## src/rtl/div_unit_pkg.sv

```systemverilog
// -----------------------------------------------------------------------------
// div_unit_pkg
//
// Shared definitions for the iterative divider:
//   - `Word / `DWord     : bit-range macros for 32-bit and 64-bit buses
//   - word_t / dword_t   : bus typedefs built from those ranges
//   - ZeroWord           : all-zero 32-bit constant
//   - div_state_e        : 2-bit FSM encoding (DivFree, DivOn, DivEnd)
//   - DivLastIter        : value of the iteration counter on the last ON cycle
//   - mag()              : operand magnitude, honouring the signed/unsigned mode
// -----------------------------------------------------------------------------
`ifndef DIV_UNIT_PKG_MACROS
`define DIV_UNIT_PKG_MACROS
`define Word  31:0
`define DWord 63:0
`endif

package div_unit_pkg;

    typedef logic [`Word]  word_t;
    typedef logic [`DWord] dword_t;

    localparam word_t  ZeroWord  = 32'h0000_0000;
    localparam dword_t ZeroDWord = 64'h0;

    typedef enum logic [1:0] {
        DivFree = 2'b00,
        DivOn   = 2'b01,
        DivEnd  = 2'b10
    } div_state_e;

    // 32 shift/subtract steps, counter runs 0..31
    localparam logic [4:0] DivLastIter = 5'd31;

    // Two's-complement magnitude when the operation is signed; 0x80000000
    // maps to itself, which is the correct unsigned magnitude 2^31.
    function automatic word_t mag(input word_t v, input logic is_signed);
        return (is_signed && v[31]) ? (~v + 32'd1) : v;
    endfunction

    function automatic word_t neg_if(input word_t v, input logic do_neg);
        return do_neg ? (~v + 32'd1) : v;
    endfunction

endpackage

```

## src/rtl/div_unit_if.sv

```systemverilog
// -----------------------------------------------------------------------------
// div_unit_if
//
// Request/response bundle between the execute stage (master) and the
// iterative divider (slave).
//   flush       : pipeline flush / exception, aborts any operation
//   start       : request, held high by execute until ready
//   signed_div  : 1 = DIV, 0 = DIVU, sampled with start
//   opr1        : dividend, sampled with start
//   opr2        : divisor, sampled with start
//   ready       : one-cycle result-valid pulse
//   res         : {remainder, quotient}
// -----------------------------------------------------------------------------
interface div_unit_if;
    import div_unit_pkg::*;

    logic   flush;
    logic   start;
    logic   signed_div;
    word_t  opr1;
    word_t  opr2;
    logic   ready;
    dword_t res;

    modport master (
        output flush,
        output start,
        output signed_div,
        output opr1,
        output opr2,
        input  ready,
        input  res
    );

    modport slave (
        input  flush,
        input  start,
        input  signed_div,
        input  opr1,
        input  opr2,
        output ready,
        output res
    );

endinterface

```

## src/rtl/div_unit.sv

```systemverilog
// -----------------------------------------------------------------------------
// div_unit
//
// Iterative radix-2 restoring divider for DIV/DIVU. Operands are captured
// when start is seen in FREE; the magnitudes are divided over 32 ON cycles
// and the signs are re-applied when the result is loaded into res.
//
// Ports:
//   clk  : core clock
//   rst  : asynchronous, active-high reset
//   bus  : div_unit_if.slave (flush, start, signed_div, opr1, opr2 in;
//          ready, res out). res[63:32] = remainder (HI), res[31:0] = quotient (LO)
//
// Build option:
//   DIV_EARLY_OUT_EN : when defined, a dividend whose magnitude is below the
//                      divisor's magnitude skips ON and completes in one cycle
//                      with quotient 0 and remainder = opr1.
//
// state    | meaning
// ---------+----------------------------------------------------------
// DivFree  | idle, waiting for start
// DivOn    | one shift/trial-subtract step per cycle, cnt = 0..31
// DivEnd   | res valid, ready high for this single cycle
// -----------------------------------------------------------------------------
module div_unit
    import div_unit_pkg::*;
(
    input  logic       clk,
    input  logic       rst,
    div_unit_if.slave  bus
);

    div_state_e state;
    logic [4:0] cnt;
    dword_t     work;
    word_t      dvs_mag;
    logic       rem_neg;
    logic       quot_neg;
    dword_t     res_q;

    word_t      a_mag;
    word_t      b_mag;
    logic       early_out;

    dword_t     shifted;
    logic [32:0] trial;
    dword_t     work_step;
    word_t      quot_fix;
    word_t      rem_fix;

    assign a_mag = mag(bus.opr1, bus.signed_div);
    assign b_mag = mag(bus.opr2, bus.signed_div);

`ifdef DIV_EARLY_OUT_EN
    assign early_out = (a_mag < b_mag);
`else
    assign early_out = 1'b0;
`endif

    // One restoring step. The partial remainder never exceeds 31 significant
    // bits before the shift, so the shifted upper half always fits in 32 bits
    // and the sign of the 33-bit trial alone decides the quotient bit.
    always_comb begin
        shifted   = {work[62:0], 1'b0};
        trial     = {1'b0, shifted[63:32]} - {1'b0, dvs_mag};
        work_step = shifted;
        if (!trial[32]) begin
            work_step[63:32] = trial[31:0];
            work_step[0]     = 1'b1;
        end
    end

    assign quot_fix = neg_if(work_step[31:0],  quot_neg);
    assign rem_fix  = neg_if(work_step[63:32], rem_neg);

    always_ff @(posedge clk or posedge rst) begin
        if (rst) begin
            state    <= DivFree;
            cnt      <= 5'd0;
            work     <= ZeroDWord;
            dvs_mag  <= ZeroWord;
            rem_neg  <= 1'b0;
            quot_neg <= 1'b0;
            res_q    <= ZeroDWord;
        end else if (bus.flush) begin
            // Abort leaves res untouched so HI/LO keep the last good result.
            state <= DivFree;
        end else begin
            unique case (state)
                DivFree: begin
                    if (bus.start) begin
                        dvs_mag  <= b_mag;
                        rem_neg  <= bus.signed_div & bus.opr1[31];
                        quot_neg <= bus.signed_div & (bus.opr1[31] ^ bus.opr2[31]);
                        if (bus.opr2 == ZeroWord) begin
                            res_q <= ZeroDWord;
                            state <= DivEnd;
                        end else if (early_out) begin
                            res_q <= {bus.opr1, ZeroWord};
                            state <= DivEnd;
                        end else begin
                            work  <= {ZeroWord, a_mag};
                            cnt   <= 5'd0;
                            state <= DivOn;
                        end
                    end
                end
                DivOn: begin
                    work <= work_step;
                    cnt  <= cnt + 5'd1;
                    if (cnt == DivLastIter) begin
                        res_q <= {rem_fix, quot_fix};
                        state <= DivEnd;
                    end
                end
                DivEnd: begin
                    state <= DivFree;
                end
                default: begin
                    state <= DivFree;
                end
            endcase
        end
    end

    assign bus.ready = (state == DivEnd);
    assign bus.res   = res_q;

endmodule

```

## src/flat_wrapper.sv

```systemverilog
// flat-port wrapper written by rule: the top's interface ports become plain ports
module div_unit_flat import div_unit_pkg::*;
  (clk, rst, bus_flush, bus_start, bus_signed_div, bus_opr1, bus_opr2, bus_ready, bus_res);
  div_unit_if bus_i ();
  input  logic clk;
  input  logic rst;
  input wire logic [$bits(bus_i.flush)-1:0] bus_flush;
  input wire logic [$bits(bus_i.start)-1:0] bus_start;
  input wire logic [$bits(bus_i.signed_div)-1:0] bus_signed_div;
  input wire logic [$bits(bus_i.opr1)-1:0] bus_opr1;
  input wire logic [$bits(bus_i.opr2)-1:0] bus_opr2;
  output wire logic [$bits(bus_i.ready)-1:0] bus_ready;
  output wire logic [$bits(bus_i.res)-1:0] bus_res;
  assign bus_i.flush = bus_flush;
  assign bus_i.start = bus_start;
  assign bus_i.signed_div = bus_signed_div;
  assign bus_i.opr1 = bus_opr1;
  assign bus_i.opr2 = bus_opr2;
  assign bus_ready = bus_i.ready;
  assign bus_res = bus_i.res;
  div_unit u_core (.clk(clk), .rst(rst), .bus(bus_i));
endmodule
```

## config.mk

```make
export PLATFORM = sky130hd
export DESIGN_NAME = div_unit_flat
export DESIGN_NICKNAME = d
export VERILOG_FILES = /design/src/rtl/div_unit_pkg.sv /design/src/rtl/div_unit_if.sv /design/src/rtl/div_unit.sv /design/src/flat_wrapper.sv
export SDC_FILE = /design/constraint.sdc
export NUM_CORES = 1
export LEC_CHECK = 0
export ABC_CLOCK_PERIOD_IN_PS = 16400
export CAP_MARGIN = 10
export CORE_MARGIN = 10
export CORE_UTILIZATION = 50
export DETAILED_ROUTE_END_ITERATION = 8
export PLACE_DENSITY = 0.7
export SLEW_MARGIN = 10
export SYNTH_ARGS = -nofsm -noshare
export SYNTH_HDL_FRONTEND = slang
export SYNTH_SLANG_ARGS = --single-unit
```

## constraint.sdc

```tcl
create_clock -name clk -period 16.4 [get_ports clk]
set_clock_uncertainty 0.05 [all_clocks]
set_input_delay 2.46 -clock clk [delete_from_list [all_inputs] [get_ports clk]]
set_output_delay 2.46 -clock clk [all_outputs]
set_load 0.03 [all_outputs]
```

Word-level counts from Yosys, hierarchy flattened

Index checks and enable logic that the tools add are counted.
Widths: inputs -> output; s select.

Add/subtract/negate cells: 6
Eq/ne operators: 9
Muxes and demuxes: 21
Bitwise gates (word level): 8
Reductions and logical operators: 9

Operator list:

| kind                  | count |
|---|---|
| $mux 64               | 3 |
| $mux 32               | 5 |
| $add 32x1->32 const B | 4 |
| $not 32->32           | 4 |
| $pmux 64 s2           | 1 |
| $mux 63               | 2 |
| $pmux 63 s2           | 1 |
| $sub 32x32->33        | 1 |
| $logic_not 32->1      | 1 |
| $mux 5                | 2 |
| $pmux 5 s2            | 1 |
| $mux 2                | 4 |
| $add 5x1->5 const B   | 1 |
| $eq 5x5->1 const B    | 1 |
| $reduce_and 5->1      | 1 |
| $ne 2x1->1 const B    | 2 |
| $ne 2x2->1 const B    | 2 |
| $pmux 2 s2            | 1 |
| $reduce_and 4->1      | 1 |
| $ne 3x2->1 const B    | 1 |
| $ne 3x3->1 const B    | 1 |
| $reduce_and 3->1      | 1 |
| $and 1x1->1           | 2 |
| $eq 2x1->1 const B    | 1 |
| 8 further kinds       | 9 |

Flip-flop bits (word level): 168
Bits of input ports: 69
Output and inout bits: 65

Longest topological paths before layout

Depth after elaboration: 7
Gate-level depth with buffers: 22
Gate-level depth less buffers: 19

Worst setup path after synthesis

No wires, ideal clock.

Path type: in2reg
From: input bus_opr2[0]
To: register u_core.res_q[13], in the netlist u_core.bus.res[13]
Setup time: 0.136 ns
Arrival time: 5.159 ns
Required time: 16.214 ns
Setup slack: 11.055 ns
Stages: 15
Path buffers: 2
Cells stage by stage: inv_1 -> ha_1 -> or3b_1 -> nor3_2 -> nand2_1 -> nor4b_4 -> nand2_2 -> or3_1 -> nor3b_1 -> a21oi_1 -> or3_1 -> buf_2 -> buf_2 -> nand2_1 -> o21ai_0

Word-level cells in the longest chain between the ends: 3

RTL lines:

| element                    | RTL line           | RTL |
|---|---|---|
| from (decl)                | flat_wrapper.sv:11 | `input wire logic [$bits(bus_i.opr2)-1:0] bus_opr2;` |
| $logic_not 32->1           | div_unit.sv:95     | `if (bus.opr2 == ZeroWord) begin` |
| $ne 2x1->1 (no line)       | -                  |  |
| $reduce_and 5->1 (no line) | -                  |  |
| to (signal assigned)       | div_unit.sv:96     | `res_q <= ZeroDWord;` |
| to (signal assigned)       | div_unit.sv:99     | `res_q <= {bus.opr1, ZeroWord};` |
| to (signal assigned)       | div_unit.sv:112    | `res_q <= {rem_fix, quot_fix};` |
| to (decl)                  | div_unit.sv:39     | `dword_t res_q;` |

Every way passes these cells.
A chain may end at the register's enable or synchronous reset.

Worst setup path in the final report

From: input bus_opr2[1]
To: register u_core.res_q[60], in the netlist u_core.bus.res[60]

Same word-level chain as after synthesis.

==> results.ini <==
[worst_setup_path]
crit_top_cell = nand2_1
path_class = in -> reg
path_cells = clkdlybuf4s50_1, inv_1, ha_1, or3b_1, nor3_2, nand2_1, nor4b_4, nand2_2, or3_1, nor3b_1, a21oi_1, or3_2, buf_4, a22oi_1, nand2_1
max_stage_delay_ns = 0.81
critPathSlowestCell = or3_2
start_kind = primary input
crit_required_ns = 16.67
endpoint_kind = flip-flop
cp.arrival_ns = 6.80
worstPathMaxFanout = 40

[timing]
slew_headroom_pct = 22.0
worstMarginPinSlew_ns = 1.17
period_share_pct = 39.8
period_needed_ns = 6.53
setup_violations = 0
fmax_ghz = 0.153
hold_violations = 0
setup_tns_ns = 0
rsz0062_at_grt = no
report.final.slew_viol_count = 0

[routing]
postRouteAntennaNets = 0
route.detailed.drc = 0
wl_per_cell_microns = 18.4
vias = 11100
wl_mm = 34.5
viasPerCell = 5.90
drtIter0Drc = 910
dr.pass1.iters = 6

[finish]
post-route-util_pct = 59.4
fin_area_sq_um = 13900
final_cell_mix = 202 x nand2_1, 168 x dfrtp_1, 153 x o21ai_0
syn_to_final_growth_pct = 16.8
drive_gt1_share_pct = 5.26
n_antenna_cell = 0
final_common_cell = nand2_1
nets = 1653

[clock_network]
cts_sinks = 168
clk_path_buf_depth = 2
cts_setup_buffers = 0
ctsHtreeMaxLevel = 4
cts.clk_slew.worst_paths_ns = 0.07
postCtsHoldBufs = 0
post_cts_resized = 0
cts_root_buf = clkbuf_16
tritoncts = built
clk_latency_ns = 0.44
cts_inserted_buffers = 17

[yosys]
ys_ff_latch = 168
netlist_area_sq_um = 11900
synthMuxAreaShare_pct = 1.54
synth_xor_area_share_pct = 10.1
netlist_instances = 1469
synth_top_family_by_area = compound AO/OA/AOI/OAI gates
syn_avg_cell_area_sq_um = 8.12
synth_cell_types = 93
synth_edf_count = 0
synth_flop_cell = dfrtp_1
ys_seq_area_share_pct = 35.2
syn_nets = 1577
synth_compound_area_share_pct = 24.3
synthSimpleGateAreaFrac_pct = 19.7
synthAdderAreaFrac_pct = 4.15
ys.warnings.count = 0
async_reset_ff_share_pct = 100

[pwr]
ir_worst_vdd_mv = 0.0599
leakage_nw = 5.78
p_per_area_nw_per_um2 = 86.9

[floorplanning]
dieWidth_microns = 175
core_area_sq_um = 23500
die_y_microns = 175
start_util_pct = 50.8
pin_count = 134
num_rows = 56
die_area_sq_um = 30500

[placement]
port_buffers = 133
gp_congestion = 0.948
place_area_sq_um = 13400
hpwl_mm = 25.5

[grt]
grt.overflow.total = 0
globalRouteMet2Util_pct = 33.1
grt_util_met3_pct = 4.90
grt_pass1_wl_mm = 55.9
grt_use_met1_pct = 31.7
antenna_found_initial = 0
grtUsageTotal_pct = 22.3
grt_max_degree = 109
busiest_layer = met2
grt_pass1_vias = 10600

[hold_path]
hold_path_class = reg -> reg

[outcome]
outcome = complete, no violations

[flow_run]
cap_violations = 0

-- worst paths after layout --
kind	from	to	slack (ns)	cells past startpoint
max in group asynchronous	rst	u_core.bus.res[34]	12.39	3
min	u_core.bus.res[49]	u_core.bus.res[49]	0.43	2
min in group asynchronous	rst	u_core.bus.res[7]	2.54	2
max reg2reg	u_core.dvs_mag[0]	u_core.bus.res[28]	11.01	18
max	bus_opr2[1]	u_core.bus.res[60]	9.87	15
min reg2reg	u_core.bus.res[49]	u_core.bus.res[49]	0.43	2
-- synthesized netlist by cell type (21+ instances only) --
| master | n | area share [%] |
|---|---|---|
| inv_1 | 56 | 1.8 |
| a21oi_1 | 129 | 5.4 |
| nand3_1 | 21 | 0.88 |
| nor2_1 | 119 | 3.7 |
| dfrtp_1 | 168 | 35 |
| o21ai_0 | 153 | 6.4 |
| nand2_1 | 203 | 6.4 |
| clkbuf_1 | 53 | 1.7 |
| o21ai_1 | 35 | 1.5 |
| o31ai_1 | 29 | 1.8 |
| xor2_1 | 73 | 5.4 |
| ha_1 | 38 | 4.0 |
| nor3_1 | 31 | 1.3 |
| xnor2_1 | 65 | 4.8 |
-- sequential cells by signal, summed over array words and instances, names as in the netlist --
signal           cells
u_core.bus.res      64
u_core.work         63
u_core.dvs_mag      32
u_core.cnt           5
u_core.state         2
u_core.quot_neg      1
u_core.rem_neg       1
-- metal layers --
metal	vias up	routed length (microns)	part of all wire, %
met2	366	15100	44
li1	5363	-	-
met5	-	0	0
met3	58	2370	6.9
met1	5293	16300	47
met4	0	713	2.1
-- worst max-delay path, delay by kind of cell --
| kind | cells | cell delay [ns] |
|---|---|---|
| buffers and inverters | 3 | 0.98 |
| AO/OA/AOI/OAI | 2 | 0.28 |
| adder cells (fa/ha/maj) | 1 | 0.17 |
| AND/OR/NAND/NOR | 9 | 2.91 |
-- through the flow --
step | hold WS [ns] | power, W | setup slack, ns | cells
2_1_floorplan | 0.425 | 0.000713 | 9.34 | 1469
3_3_place_gp | 0.413 | 0.000802 | 9.59 | 1845
3_5_place_dp | 0.420 | 0.000807 | 9.47 | 1845
4_1_cts | 0.437 | 0.00121 | 9.92 | 1877
5_1_grt | 0.454 | 0.00128 | 9.54 | 1877
6_report | 0.428 | 0.00121 | 9.87 | 1877
-- report_power, final --
part	internal, W	total, W	leakage (nW)	switching, W
Sequential	0.000446	0.000485	2.20	0.0000382
Combinational	0.000123	0.000323	3.29	0.000200
Clock	0.000217	0.000405	0.285	0.000188
Total	0.000786	0.00121	5.78	0.000426
-- layout make-up --
class                      instances  area, sq um
clock inverter                    14          136
timing repair buffer             140         1380
inverter                          58          223
tap                              319          399
fill                            2124         9530
sequential                       168         4200
multi-input combinational       1160         7160
clock buffer                      18          439
-- kinds of logic after synthesis --
kind of cell | count (synthesis)
buffers and inverters | 141
and+or+nand+nor | 497
DFF | 168
xor gates and xnor gates | 138
adders and majority gates | 39
muxes | 18
AOI/OAI and AO/OA | 468
Note: power is estimated with default switching activity, not from simulation.
